### config.mk
export PLATFORM = sky130hd
export DESIGN_NAME = spi_lcd_rx_decoder_flat
export DESIGN_NICKNAME = d
export VERILOG_FILES = /design/src/rtl/spi_lcd_rx_decoder_if.sv /design/src/rtl/spi_lcd_rx_decoder.sv /design/src/flat_wrapper.sv
export SDC_FILE = /design/constraint.sdc
export NUM_CORES = 1
export LEC_CHECK = 0
export ABC_AREA = 0
export BUFFER_PORTS_ARGS = -buffer_cell sky130_fd_sc_hd__buf_2
export CORE_ASPECT_RATIO = 2
export CORE_UTILIZATION = 30
export CTS_BUF_LIST = sky130_fd_sc_hd__clkbuf_4
export CTS_CLUSTER_SIZE = 14
export DETAILED_ROUTE_END_ITERATION = 6
export PLACE_DENSITY = 0.44
export SYNTH_ARGS = -nofsm -noshare
export SYNTH_HDL_FRONTEND = slang
export SYNTH_SLANG_ARGS = --single-unit
### constraint.sdc
create_clock -name CLK -period 3.8 [get_ports CLK]
set_input_delay 0.38 -clock CLK [delete_from_list [all_inputs] [get_ports CLK]]
set_output_delay 0.38 -clock CLK [all_outputs]
set_load 0.1 [all_outputs]
### src/rtl/spi_lcd_rx_decoder_if.sv
// Byte-stream output of the LCD SPI receiver: received byte, tags and valid/ready handshake.
// master = decoder side, slave = consumer side.
interface spi_lcd_rx_decoder_if #(
    parameter int unsigned CNT_W = 16
) ();
    logic [7:0]       BYTE_OUT;
    logic             BYTE_DC;
    logic [7:0]       PARAM_IDX;
    logic [7:0]       LAST_CMD;
    logic             BYTE_VALID;
    logic             BYTE_READY;
    logic             FRAME_ERR;
    logic             OVERRUN;
    logic [CNT_W-1:0] BYTE_COUNT;

    modport master (
        output BYTE_OUT, BYTE_DC, PARAM_IDX, LAST_CMD, BYTE_VALID, FRAME_ERR, OVERRUN,
               BYTE_COUNT,
        input  BYTE_READY
    );

    modport slave (
        input  BYTE_OUT, BYTE_DC, PARAM_IDX, LAST_CMD, BYTE_VALID, FRAME_ERR, OVERRUN,
               BYTE_COUNT,
        output BYTE_READY
    );
endinterface

### src/rtl/spi_lcd_rx_decoder.sv
// Passive 4-wire LCD SPI receiver: oversamples CS/SCL/DC/MOSI on CLK, deserialises bytes
// MSB-first and tags them as command or parameter on a valid/ready output register.
module spi_lcd_rx_decoder #(
    parameter int unsigned SYNC_STAGES = 2,
    parameter int unsigned CNT_W       = 16
) (
    input  logic                  CLK,
    input  logic                  RST_N,
    input  logic                  SCL,
    input  logic                  CS,
    input  logic                  DC,
    input  logic                  MOSI,
    spi_lcd_rx_decoder_if.master  bus
);

    typedef enum logic [1:0] {StIdle, StShift, StAbort} state_e;

    logic [SYNC_STAGES-1:0] r_cs_sync;
    logic [SYNC_STAGES-1:0] r_scl_sync;
    logic [SYNC_STAGES-1:0] r_dc_sync;
    logic [SYNC_STAGES-1:0] r_mosi_sync;
    logic                   r_scl_prev;

    state_e                 r_state;
    logic [6:0]             r_shift;
    logic [2:0]             r_bit_cnt;
    logic [7:0]             r_param_cnt;

    logic [7:0]             r_byte_out;
    logic                   r_byte_dc;
    logic [7:0]             r_param_idx;
    logic [7:0]             r_last_cmd;
    logic                   r_valid;
    logic                   r_frame_err;
    logic                   r_overrun;
    logic [CNT_W-1:0]       r_byte_count;

    logic                   w_cs;
    logic                   w_scl;
    logic                   w_dc;
    logic                   w_mosi;
    logic                   w_scl_rise;
    logic [7:0]             w_byte;
    logic [7:0]             w_param_nxt;
    logic                   w_free;

    always_ff @(posedge CLK) begin
        if (!RST_N) begin
            r_cs_sync   <= {SYNC_STAGES{1'b1}};
            r_scl_sync  <= '0;
            r_dc_sync   <= '0;
            r_mosi_sync <= '0;
            r_scl_prev  <= 1'b0;
        end else begin
            r_cs_sync   <= {r_cs_sync[SYNC_STAGES-2:0], CS};
            r_scl_sync  <= {r_scl_sync[SYNC_STAGES-2:0], SCL};
            r_dc_sync   <= {r_dc_sync[SYNC_STAGES-2:0], DC};
            r_mosi_sync <= {r_mosi_sync[SYNC_STAGES-2:0], MOSI};
            r_scl_prev  <= r_scl_sync[SYNC_STAGES-1];
        end
    end

    assign w_cs        = r_cs_sync[SYNC_STAGES-1];
    assign w_scl       = r_scl_sync[SYNC_STAGES-1];
    assign w_dc        = r_dc_sync[SYNC_STAGES-1];
    assign w_mosi      = r_mosi_sync[SYNC_STAGES-1];
    assign w_scl_rise  = w_scl & ~r_scl_prev;
    assign w_byte      = {r_shift, w_mosi};
    assign w_free      = !r_valid || bus.BYTE_READY;
    assign w_param_nxt = !w_dc ? 8'd0 :
                         (r_param_cnt == 8'hFF) ? 8'hFF : r_param_cnt + 8'd1;

    always_ff @(posedge CLK) begin
        if (!RST_N) begin
            r_state      <= StIdle;
            r_shift      <= '0;
            r_bit_cnt    <= '0;
            r_param_cnt  <= '0;
            r_byte_out   <= '0;
            r_byte_dc    <= 1'b0;
            r_param_idx  <= '0;
            r_last_cmd   <= '0;
            r_valid      <= 1'b0;
            r_frame_err  <= 1'b0;
            r_overrun    <= 1'b0;
            r_byte_count <= '0;
        end else begin
            r_frame_err <= 1'b0;
            // A load later in this block overrides this clear.
            if (r_valid && bus.BYTE_READY) begin
                r_valid <= 1'b0;
            end
            case (r_state)
                StIdle: begin
                    r_bit_cnt <= '0;
                    if (!w_cs) begin
                        r_state <= StShift;
                    end
                end
                StShift: begin
                    // CS deassertion takes priority over a coincident SCL edge.
                    if (w_cs) begin
                        if (r_bit_cnt == 3'd0) begin
                            r_state <= StIdle;
                        end else begin
                            r_state     <= StAbort;
                            r_frame_err <= 1'b1;
                        end
                    end else if (w_scl_rise) begin
                        r_shift   <= w_byte[6:0];
                        r_bit_cnt <= r_bit_cnt + 3'd1;
                        if (r_bit_cnt == 3'd7) begin
                            r_param_cnt <= w_param_nxt;
                            if (!w_dc) begin
                                r_last_cmd <= w_byte;
                            end
                            if (w_free) begin
                                r_byte_out   <= w_byte;
                                r_byte_dc    <= w_dc;
                                r_param_idx  <= w_param_nxt;
                                r_valid      <= 1'b1;
                                r_byte_count <= r_byte_count + 1'b1;
                            end else begin
                                r_overrun <= 1'b1;
                            end
                        end
                    end
                end
                StAbort: begin
                    r_bit_cnt <= '0;
                    r_shift   <= '0;
                    r_state   <= StIdle;
                end
                default: r_state <= StIdle;
            endcase
        end
    end

    assign bus.BYTE_OUT   = r_byte_out;
    assign bus.BYTE_DC    = r_byte_dc;
    assign bus.PARAM_IDX  = r_param_idx;
    assign bus.LAST_CMD   = r_last_cmd;
    assign bus.BYTE_VALID = r_valid;
    assign bus.FRAME_ERR  = r_frame_err;
    assign bus.OVERRUN    = r_overrun;
    assign bus.BYTE_COUNT = r_byte_count;

endmodule

### src/flat_wrapper.sv
// flat-port wrapper written by rule: the top's interface ports become plain ports
module spi_lcd_rx_decoder_flat 
#(
    parameter int unsigned SYNC_STAGES = 2,
    parameter int unsigned CNT_W       = 16
)
  (CLK, RST_N, SCL, CS, DC, MOSI, bus_BYTE_OUT, bus_BYTE_DC, bus_PARAM_IDX, bus_LAST_CMD, bus_BYTE_VALID, bus_FRAME_ERR, bus_OVERRUN, bus_BYTE_COUNT, bus_BYTE_READY);
  spi_lcd_rx_decoder_if #(.CNT_W(CNT_W)) bus_i ();
  input  logic CLK;
  input  logic RST_N;
  input  logic SCL;
  input  logic CS;
  input  logic DC;
  input  logic MOSI;
  output wire logic [$bits(bus_i.BYTE_OUT)-1:0] bus_BYTE_OUT;
  output wire logic [$bits(bus_i.BYTE_DC)-1:0] bus_BYTE_DC;
  output wire logic [$bits(bus_i.PARAM_IDX)-1:0] bus_PARAM_IDX;
  output wire logic [$bits(bus_i.LAST_CMD)-1:0] bus_LAST_CMD;
  output wire logic [$bits(bus_i.BYTE_VALID)-1:0] bus_BYTE_VALID;
  output wire logic [$bits(bus_i.FRAME_ERR)-1:0] bus_FRAME_ERR;
  output wire logic [$bits(bus_i.OVERRUN)-1:0] bus_OVERRUN;
  output wire logic [$bits(bus_i.BYTE_COUNT)-1:0] bus_BYTE_COUNT;
  input wire logic [$bits(bus_i.BYTE_READY)-1:0] bus_BYTE_READY;
  assign bus_BYTE_OUT = bus_i.BYTE_OUT;
  assign bus_BYTE_DC = bus_i.BYTE_DC;
  assign bus_PARAM_IDX = bus_i.PARAM_IDX;
  assign bus_LAST_CMD = bus_i.LAST_CMD;
  assign bus_BYTE_VALID = bus_i.BYTE_VALID;
  assign bus_FRAME_ERR = bus_i.FRAME_ERR;
  assign bus_OVERRUN = bus_i.OVERRUN;
  assign bus_BYTE_COUNT = bus_i.BYTE_COUNT;
  assign bus_i.BYTE_READY = bus_BYTE_READY;
  spi_lcd_rx_decoder #(.SYNC_STAGES(SYNC_STAGES), .CNT_W(CNT_W)) u_core (.CLK(CLK), .RST_N(RST_N), .SCL(SCL), .CS(CS), .DC(DC), .MOSI(MOSI), .bus(bus_i));
endmodule
==> results of run 1 <==
## placed cells by master, fill, tap and decap left out, drive strengths merged, types with 4 or more instances in the layout
cell type	netlist	layout
a21oi	44	44
nand2	54	54
o31ai	7	7
dfxtp	73	73
nand2b	8	8
and2	8	8
mux2i	4	4
o211ai	4	4
nand3	19	19
ha	5	5
inv	5	5
nor3b	7	7
o21ai	21	21
nand4	10	10
clkinv	1	7
or4	6	6
nor3	5	5
clkbuf	15	10
nor2	17	17
mux2	7	7
buf	8	53
## metal layers
metal,wire length [µm],share of wire,vias to the layer above
met5,0,0,-
met4,165,0.021,0
met3,260,0.033,7
met2,4350,0.55,46
met1,3180,0.40,1264
li1,-,-,1354
## metrics by stage
stage | total power [mW] | instance area [µm²]
6_report | 1.19 | 3520
5_1_grt | 1.26 | 3520
4_1_cts | 1.22 | 3520
3_5_place_dp | 0.819 | 3420
3_3_place_gp | 0.819 | 3420
2_1_floorplan | 0.809 | 3090
## kinds of logic after synthesis
group / after synthesis / synth area share
XOR/XNOR: 3 / 0.00852
AO/OA/AOI/OAI: 88 / 0.165
multiplexers: 11 / 0.0385
AND/OR/NAND/NOR: 148 / 0.252
adder cells (fa/ha/maj): 5 / 0.0203
flip-flops: 73 / 0.474
buffers and inverters: 29 / 0.0418
## flip-flops by register name, summed over array words and instances, names as in the netlist, 2 cells and up
register and cells:
u_core.r_cs_sync 2, u_core.r_scl_sync 2, u_core.r_state 2, u_core.r_bit_cnt 3
u_core.bus.BYTE_COUNT 16, u_core.r_shift 7, u_core.r_dc_sync 2, u_core.bus.BYTE_OUT 8
u_core.bus.LAST_CMD 8, u_core.bus.PARAM_IDX 8, u_core.r_mosi_sync 2, u_core.r_param_cnt 8
## power breakdown
group          leakage (nW)  switching [mW]  internal, mW
Sequential            0.590         0.00567         0.769
Combinational         0.670          0.0174       0.00809
Clock                0.0601           0.263         0.131
## area by class of cell
type,count,area [µm²],share of cell area
antenna,1,2.50,0.000710
clock buffer,10,75.1,0.0213
clock inverter,6,25.0,0.00710
inverter,6,22.5,0.00639
multi-input combinational,255,1500,0.424
sequential,73,1460,0.415
tap,135,169,0.0479
timing repair buffer,53,273,0.0774
## critical path: cells and delay by family (launching register included)
family | cells | cell delay (ps)
flip-flops | 1 | 460
multiplexers | 1 | 160
AND/OR/NAND/NOR | 3 | 1890
## worst min path at each step
stage | depth (start not counted) | startpoint | endpoint | slack, ps
floorplan | 1 | u_core.r_cs_sync[0] | u_core.r_cs_sync[1] | 390
global placement | 1 | u_core.r_cs_sync[0] | u_core.r_cs_sync[1] | 400
detailed placement | 1 | u_core.r_cs_sync[0] | u_core.r_cs_sync[1] | 400
CTS | 2 | CS | u_core.r_cs_sync[0] | 100
global route | 2 | CS | u_core.r_cs_sync[0] | 90
finish | 2 | CS | u_core.r_cs_sync[0] | 120
==> reports/qor.csv, run 1 <==
stage;metric;value;unit
run_status;status;completed;
cts;post-CTS setup repair buffer count;0;
route;vias per inst;4.96;
cts;Clock Path Buffers;2;
sta;post-route clock skew;17.4;ps
yosys;most instantiated cells after synthesis;dfxtp_1 (73), nand2_1 (54), a21oi_1 (44), o21ai_0 (21), nand3_1 (18);
grt;GR peak layer;met2;
finish;# fillers;1110;
worst_setup_path;startpoint types;flip-flop;
worst_setup_path;Critical-path top delay cell;or4b_1;
sta;worst slew pin tran;834;ps
power;PwrDens;339;nW/µm²
sta;Slew Viols, Final;0;
yosys;Gate Count Post-Synth;357;
floorplanning;I/O Pins;51;
sta;Setup WS post-layout;1180;ps
worst_setup_path;reg2reg start;u_core.r_state[1];
yosys;Yosys reg bits;73;
yosys;Distinct cells, synth;46;
yosys;EDFF count, synth;0;
yosys;Mapped Nets;369;
route;DRT Pass-1 Iters;6;
worst_setup_path;CP Class;reg -> reg;
route;Remaining DRCs;0;
placed_design;# port buffers;50;
sta;final worst path period need;2620;ps
finish;Final Non-Filler Cells;539;
grt;GR met2 Demand/Resource;0.290;
route;total number of vias;2671;
sta;Max Freq;0.381;GHz
sta;part of the cycle the worst path needs;0.690;
yosys;post-synthesis sequential area ratio;0.474;
worst_setup_path;CP cell instances;or4b_1 > nor3_4 > nand4_1 > mux2i_1;
hold_path;Hold/Removal Path Class;in -> reg;
grt;vias in the first global route;2570;
finish;nets;410;
worst_setup_path;CP endpoint kind;flip-flop;
sta;Max-Slew Margin vs Limit;0.442;
yosys;Primary FF master, synth;dfxtp_1;
placed_design;GPL Wtd Cong;0.745;
yosys;count leader, synth;dfxtp_1;
yosys;Post-Syn Area per Cell;8.64;µm²
sta;setup TNS;0;ps
route;final antenna-violating net count;0;
finish;utilization after layout;0.349;
sta;final hold slack;125;ps
grt;total track usage;0.162;
route;drt wl/cell;14.8;µm
placed_design;post-DP HPWL;5.67;mm
placed_design;dpl cells;522;
worst_setup_path;Worst R2R Setup Slack;1180;ps
cts;Num CTS Buffers;9;
floorplanning;Die X;73.7;µm
yosys;dominant cells by area after synthesis;dfxtp_1 (47%), a21oi_1 (7.1%), nand2_1 (6.6%), o21ai_0 (3.4%), nand3_1 (2.9%);
grt;first-pass GRT wire length;13.0;mm
grt;initial antenna violation count;1;
cts;worst skew pair latency;440;ps
yosys;Syn. warnings;0;
finish;area growth from synthesis to layout;14.2;%
cts;Reg clk slew, reported paths;110;ps
cts;root buffer cell;clkbuf_4;
sta;Final Hold Fails;0;
floorplanning;DIE AREA;10700;µm²
grt;largest net degree at the start of global routing;42;
yosys;Synth area leader;dfxtp_1;
worst_setup_path;arrival time at the worst endpoint;2950;ps
power;Peak VDD IR;0.000165;V
finish;layout cells sized above 1;0.191;
sta;setup violators final;0;
cts;cts-stage hold buffer count;0;
grt;Remaining Overflow, GRT;0;
yosys;Mapped Area;3090;µm²
worst_setup_path;WP data required;4120;ps
worst_setup_path;Critical Path Sink;u_core.bus.BYTE_COUNT[14];
route;drt total wl;7.96;mm
worst_setup_path;CP peak stage delay;880;ps
job;Max-Cap Viols;0;
worst_setup_path;Register-to-Register Path Depth;4;
cts;CTS tree;built;
worst_setup_path;Critical Path Source;u_core.r_state[1];
sta;RSZ-0062 raised after global routing;no;
yosys;asr flop ratio synth;0;
floorplanning;initial core utilization;0.306;
placed_design;pre-CTS setup slack;1130;ps
cts;H-tree Lvls;3;
worst_setup_path;reg2reg end;u_core.bus.BYTE_COUNT[14];
route;DRT iter0 DRCs;85;
cts;CTS resizes;0;
grt;met1 Usage GRT;0.171;
worst_setup_path;crit path max fanout;19;
grt;met3 usage;0.0422;
power;Leak;1.32;nW
floorplanning;Site Rows;52;
cts;Sink Count;73;
floorplanning;total core area;10100;µm²
floorplanning;DIE HEIGHT;145;µm
yosys;share of the synthesized area in the top cell type;0.474;
No activity file was read; power rests on OpenSTA's default activity.
==> run 2: changes to the inputs <==
PLACE_DENSITY = 0.46   (was 0.44)
clock period = 2.3 ns   (was 3.8 ns; I/O delays follow)
==> run 2 against run 1 <==
  * Maximum frequency is 38% higher
  * Largest power group unchanged
  * First-iteration DRC count is 19% higher
  * Total power is 96% higher
  * Global-route usage is 0.075 points lower
  * Clock skew is 5.4 ps lower
  * Combinational power is 120% higher
==> reports/qor.csv, run 2 (synthesized netlist as in run 1, its figures left out) <==
stage;metric;value;unit;change
hold_path;Hold/Removal Path Class;in -> reg;;
cts;post-CTS setup repair buffer count;0;;unchanged
power;Sw Pwr;506;µW;+77%
cts;worst skew pair latency;430;ps;about the same
worst_setup_path;CP cell instances;or4b_1 > buf_4 > mux2_2 > a21oi_1 > nor2_1;;
finish;max reg flops;16;;unchanged
sta;RSZ-0062 raised after global routing;no;;
sta;worst slew pin tran;546;ps;-288 ps
placed_design;GPL Wtd Cong;0.796;;+6.8%
finish;nets;425;;+3.7%
worst_setup_path;crit path max fanout;9;;-10
floorplanning;DIE HEIGHT;145;µm;unchanged
power;Logic pwr share;0.024;;+0.003
job;Max-Cap Viols;0;;unchanged
finish;# fillers;1080;;-2.7%
route;vias per inst;4.99;;+0.72%
cts;Clock Path Buffers;2;;unchanged
worst_setup_path;Bufs and invs on worst path;1;;+1
cts;cts-stage hold buffer count;4;;+4
cts;CTS resizes;0;;unchanged
floorplanning;DIE AREA;10700;µm²;unchanged
grt;total track usage;0.161;;-0.000748
finish;most common cell after layout, fill and taps aside;dfxtp_1;;
finish;area growth from synthesis to layout;21.2;%;
power;Leak;1.44;nW;+9.1%
finish;most frequent cells in the layout;dfxtp_1 (70), nand2_1 (54), buf_2 (50);;
sta;Slew Viols, Final;0;;unchanged
grt;vias in the first global route;2615;;+1.8%
floorplanning;Die X;73.7;µm;unchanged
grt;met1 Usage GRT;0.174;;+0.00248
worst_setup_path;arrival time at the worst endpoint;2220;ps;-730 ps
grt;GR peak layer;met2;;
power;Sequential Power Share;0.546;;-0.103
sta;Max-Slew Margin vs Limit;0.635;;+0.193
route;Remaining DRCs;0;;unchanged
power;clock share of power;0.431;;+0.101
finish;utilization after layout;0.371;;+0.0213
grt;met3 usage;0.0381;;-0.00416
cts;Sink Count;73;;unchanged
placed_design;post-DP HPWL;5.71;mm;+0.64%
worst_setup_path;CP Class;reg -> reg;;
route;total number of vias;2765;;+3.5%
grt;GR met2 Demand/Resource;0.281;;-0.00917
run_status;status;completed;;
sta;part of the cycle the worst path needs;0.829;;+0.139
route;drt wl/cell;14.7;µm;-0.49%
cts;root buffer cell;clkbuf_4;;
route;DRT iter0 DRCs;101;;+19%
grt;initial antenna violation count;1;;unchanged
worst_setup_path;CP endpoint kind;flip-flop;;
sta;Setup WS post-layout;393;ps;-784 ps
floorplanning;initial core utilization;0.306;;unchanged
worst_setup_path;WP data required;2610;ps;-1510 ps
route;drt total wl;8.14;mm;+2.3%
power;PwrDens;626;nW/µm²;+85%
sta;final worst path period need;1910;ps;-716 ps
worst_setup_path;Crit path max-delay family;simple AND/OR/NAND/NOR gates;;
sta;setup violators final;0;;unchanged
floorplanning;total core area;10100;µm²;unchanged
worst_setup_path;startpoint types;flip-flop;;
placed_design;# port buffers;50;;unchanged
sta;post-route clock skew;12.0;ps;-5.42 ps
cts;H-tree Lvls;3;;unchanged
placed_design;pre-CTS setup slack;378;ps;-747 ps
route;final antenna-violating net count;0;;unchanged
cts;CTS tree;built;;
cts;Num CTS Buffers;9;;unchanged
finish;layout cells sized above 1;0.225;;+0.0338
finish;Multi-input gate area;1500;µm²;unchanged
worst_setup_path;CP peak stage delay;720;ps;-160 ps
floorplanning;I/O Pins;51;;unchanged
grt;largest net degree at the start of global routing;44;;+4.8%
power;Peak VDD IR;0.000286;V;+73%
power;internal power;1.83;mW;+100%
power;Net Sw Frac;0.216;;-0.0229
floorplanning;Site Rows;52;;unchanged
grt;first-pass GRT wire length;13.0;mm;+0.43%
finish;area of all sequential standard cells;1470;µm²;+0.26%
worst_setup_path;Critical-path top delay cell;or4b_1;;
grt;Remaining Overflow, GRT;0;;unchanged
cts;Reg clk slew, reported paths;120;ps;about the same
sta;setup TNS;0;ps;unchanged
route;DRT Pass-1 Iters;4;;-2
sta;Final Hold Fails;0;;unchanged
sta;Max Freq;0.524;GHz;+38%
[run 2: layer usage]
layer	up-vias	wire length (µm)
li1	1387	-
met4	0	239
met3	16	216
met5	-	0
met1	1319	3380
met2	43	4300
[run 2: path summary, 6_finish.rpt]
check / endpoint / cells after the start / slack, ps / start
max: u_core.r_shift[6] / 5 / 390 / u_core.r_cs_sync[1]
min: u_core.bus.BYTE_VALID / 3 / 180 / bus_BYTE_READY
max reg2reg: u_core.r_shift[6] / 5 / 390 / u_core.r_cs_sync[1]
min reg2reg: u_core.r_dc_sync[1] / 1 / 450 / u_core.r_dc_sync[0]
[run 2: power groups by stage]
stage	logic (mW)	clock network, mW	registers (mW)
6_report	0.0551	1.01	1.28
5_1_grt	0.0609	1.10	1.28
4_1_cts	0.0561	1.05	1.28
3_5_place_dp	0.0507	0	1.31
3_3_place_gp	0.0506	0	1.31
2_1_floorplan	0.0336	0	1.30
[run 2: cell type report]
class	instances	share of cell area
inverters	6	0.00602
repair buffers	68	0.109
diodes	1	0.000669
clock inverters	7	0.0291
well taps	135	0.0452
flip-flops and latches	73	0.392
multi-input cells	255	0.400
clock buffers	9	0.0181
[run 2: tightest hold or removal path, cell delays in order]
cell	delay, ps
buf_2	90
nand2b_1	170
a21oi_1	80
[run 2: metrics by stage]
stage	instance area (µm²)	hold slack, ps	std cells	power [mW]
after floorplan	3090	331	357	1.34
after global placement	3520	416	533	1.36
after detailed placement	3520	421	533	1.36
after CTS	3740	148	553	2.38
after global routing	3740	179	554	2.44
final	3740	182	554	2.34
==> run 3: changes to the inputs <==
PLACE_DENSITY = 0.44   (was 0.46)
clock period = 1.91 ns   (was 2.3 ns; I/O delays follow)
==> run 3 against run 2 <==
  * Clock power down 21%
  * Global-route usage up 0.40 points
  * Largest cell class unchanged
  * Routed wire length down 0.12%
  * Clock skew up 7.9 ps
  * Largest power group unchanged
  * Utilization up 0.30 points
  * Sequential share of layout area up 0.29 points
==> reports/qor.csv, run 3 (synthesized netlist as in run 1, its figures left out) <==
stage;metric;value;unit;change
sta;final worst path period need;1770;ps;-139 ps
route;final antenna-violating net count;0;;unchanged
sta;worst slew pin tran;495;ps;-50.1 ps
worst_setup_path;startpoint types;flip-flop;;
route;total number of vias;2768;;+0.11%
route;DRT Pass-1 Iters;4;;unchanged
placed_design;placed inst area;3600;µm²;+2.2%
worst_setup_path;CP Class;reg -> reg;;
placed_design;GPL Wtd Cong;0.810;;+1.8%
floorplanning;DIE AREA;10700;µm²;unchanged
worst_setup_path;CP endpoint kind;flip-flop;;
grt;initial antenna violation count;1;;unchanged
cts;Sink Count;73;;unchanged
finish;# fillers;1061;;-1.8%
worst_setup_path;crit path max fanout;12;;+3
floorplanning;initial core utilization;0.306;;unchanged
worst_setup_path;Crit path max-delay family;simple AND/OR/NAND/NOR gates;;
finish;max reg flops;16;;unchanged
sta;setup violators final;0;;unchanged
sta;Final Hold Fails;0;;unchanged
sta;Max-Slew Margin vs Limit;0.670;;+0.0343
sta;post-route clock skew;19.9;ps;+7.94 ps
cts;root buffer cell;clkbuf_4;;
worst_setup_path;Bufs and invs on worst path;0;;-1
power;Leak;1.46;nW;+1.3%
floorplanning;DIE HEIGHT;145;µm;unchanged
floorplanning;I/O Pins;51;;unchanged
floorplanning;total core area;10100;µm²;unchanged
finish;Multi-input gate area;1510;µm²;+0.84%
worst_setup_path;CP cell instances;ha_1 > ha_1 > and2_2 > nand3_4 > or4_1 > a21oi_1;;
grt;vias in the first global route;2628;;+0.50%
finish;final instance area;3770;µm²;+0.80%
power;PwrDens;637;nW/µm²;+1.8%
hold_path;Hold/Removal Path Class;in -> reg;;
cts;worst skew pair latency;430;ps;about the same
route;drt wl/cell;14.4;µm;-2.1%
worst_setup_path;Critical-path top delay cell;or4_1;;
floorplanning;Die X;73.7;µm;unchanged
worst_setup_path;WP data required;2260;ps;-350 ps
sta;part of the cycle the worst path needs;0.926;;+0.0965
finish;area of all sequential standard cells;1490;µm²;+1.5%
route;DRT iter0 DRCs;99;;-2.0%
worst_setup_path;arrival time at the worst endpoint;2120;ps;-100 ps
grt;Remaining Overflow, GRT;0;;unchanged
cts;Num CTS Buffers;9;;unchanged
grt;largest net degree at the start of global routing;43;;-2.3%
run_status;status;completed;;
route;Remaining DRCs;0;;unchanged
power;Power Total;2.40;mW;+2.6%
grt;first-pass GRT wire length;13.4;mm;+2.9%
cts;Reg clk slew, reported paths;110;ps;about the same
route;drt total wl;8.13;mm;-0.12%
grt;total track usage;0.165;;+0.00398
placed_design;post-DP HPWL;5.80;mm;+1.5%
cts;H-tree Lvls;3;;unchanged
placed_design;# port buffers;50;;unchanged
finish;most common cell after layout, fill and taps aside;dfxtp_1;;
finish;layout cells sized above 1;0.273;;+0.0478
power;Peak VDD IR;0.000346;V;+21%
route;vias per inst;4.90;;-1.8%
worst_setup_path;CP peak stage delay;540;ps;-180 ps
sta;Max Freq;0.565;GHz;+7.9%
finish;most frequent cells in the layout;dfxtp_1 (58), nand2_1 (54), buf_2 (50);;
worst_setup_path;cell mode on critical path;ha_1;;
finish;nets;436;;+2.6%
floorplanning;Site Rows;52;;unchanged
cts;CTS tree;built;;
job;Max-Cap Viols;0;;unchanged
finish;area growth from synthesis to layout;22.1;%;
sta;Slew Viols, Final;0;;unchanged
cts;Clock Path Buffers;2;;unchanged
==> run 3: cell types whose count changed in the layout (fill, tap and decap cells not counted), moves of 2 or more <==
cell       change
dfxtp_2        +9
dfxtp_1       -12
dfxtp_4        +3
buf_4         +12
clkinv_1       +2
bufinv_16      -3
==> run 3: layer usage <==
metal	up-vias	global-route usage	wire [µm]
li1	1409	-	-
met1	1308	0.186	3420
met2	41	0.285	4280
met3	10	0.0395	222
met4	0	0.0760	203
met5	-	0	0
==> run 3: area by class of cell <==
| cell class | count | share of cell area |
|---|---|---|
| Multi-Input combinational cell | 255 | 0.400 |
| Tap cell | 135 | 0.0448 |
| Sequential cell | 73 | 0.395 |
| Inverter | 6 | 0.00598 |
| Antenna cell | 1 | 0.000664 |
| Clock buffer | 10 | 0.0199 |
| Clock inverter | 6 | 0.00697 |
| Timing Repair Buffer | 79 | 0.127 |
==> run 3: final timing paths <==
path	cells past startpoint	from	end	slack, ps
max reg2reg	6	u_core.r_bit_cnt[0]	u_core.bus.BYTE_COUNT[5]	140
max	6	u_core.r_bit_cnt[0]	u_core.bus.BYTE_COUNT[5]	140
min	2	RST_N	u_core.r_cs_sync[0]	60
min reg2reg	1	u_core.r_cs_sync[0]	u_core.r_cs_sync[1]	430
==> run 3: worst register-to-register path, stage by stage (launching register included) <==
cell and delay [ps]:
dfxtp_1 370, ha_1 160, ha_1 150, and2_2 190
nand3_4 140, or4_1 550, a21oi_1 150
==> run 3: repair_timing <==
| item | CTS | global route |
|---|---|---|
| setup buffers | 0 | 2 |
| hold endpoints to repair | 4 | 0 |
| resized for setup | 1 | 2 |
| hold buffers | 4 | 0 |
| endpoints found under the setup margin | 1 | 15 |
| pin swaps | 0 | 1 |
==> run 3: report_power, final <==
part	leakage [nW]	internal, mW	switching (mW)
Sequential	0.598	1.53	0.00434
Clock	0.0624	0.263	0.536
Combinational	0.797	0.0263	0.0452
==> run 3: stage by stage <==
stage | setup WS, ps | hold slack (ps) | util | setup TNS [ps] | std cells
5_1_grt | -0.599 | 40.8 | 0.374 | -0.599 | 565
4_1_cts | 57.3 | 39.4 | 0.371 | 0 | 562
3_3_place_gp | 75.0 | 384 | 0.357 | 0 | 542
6_report | 142 | 62.5 | 0.374 | 0 | 565
2_1_floorplan | 8.71 | 292 | - | 0 | 357
3_5_place_dp | 15.6 | 378 | 0.357 | 0 | 542
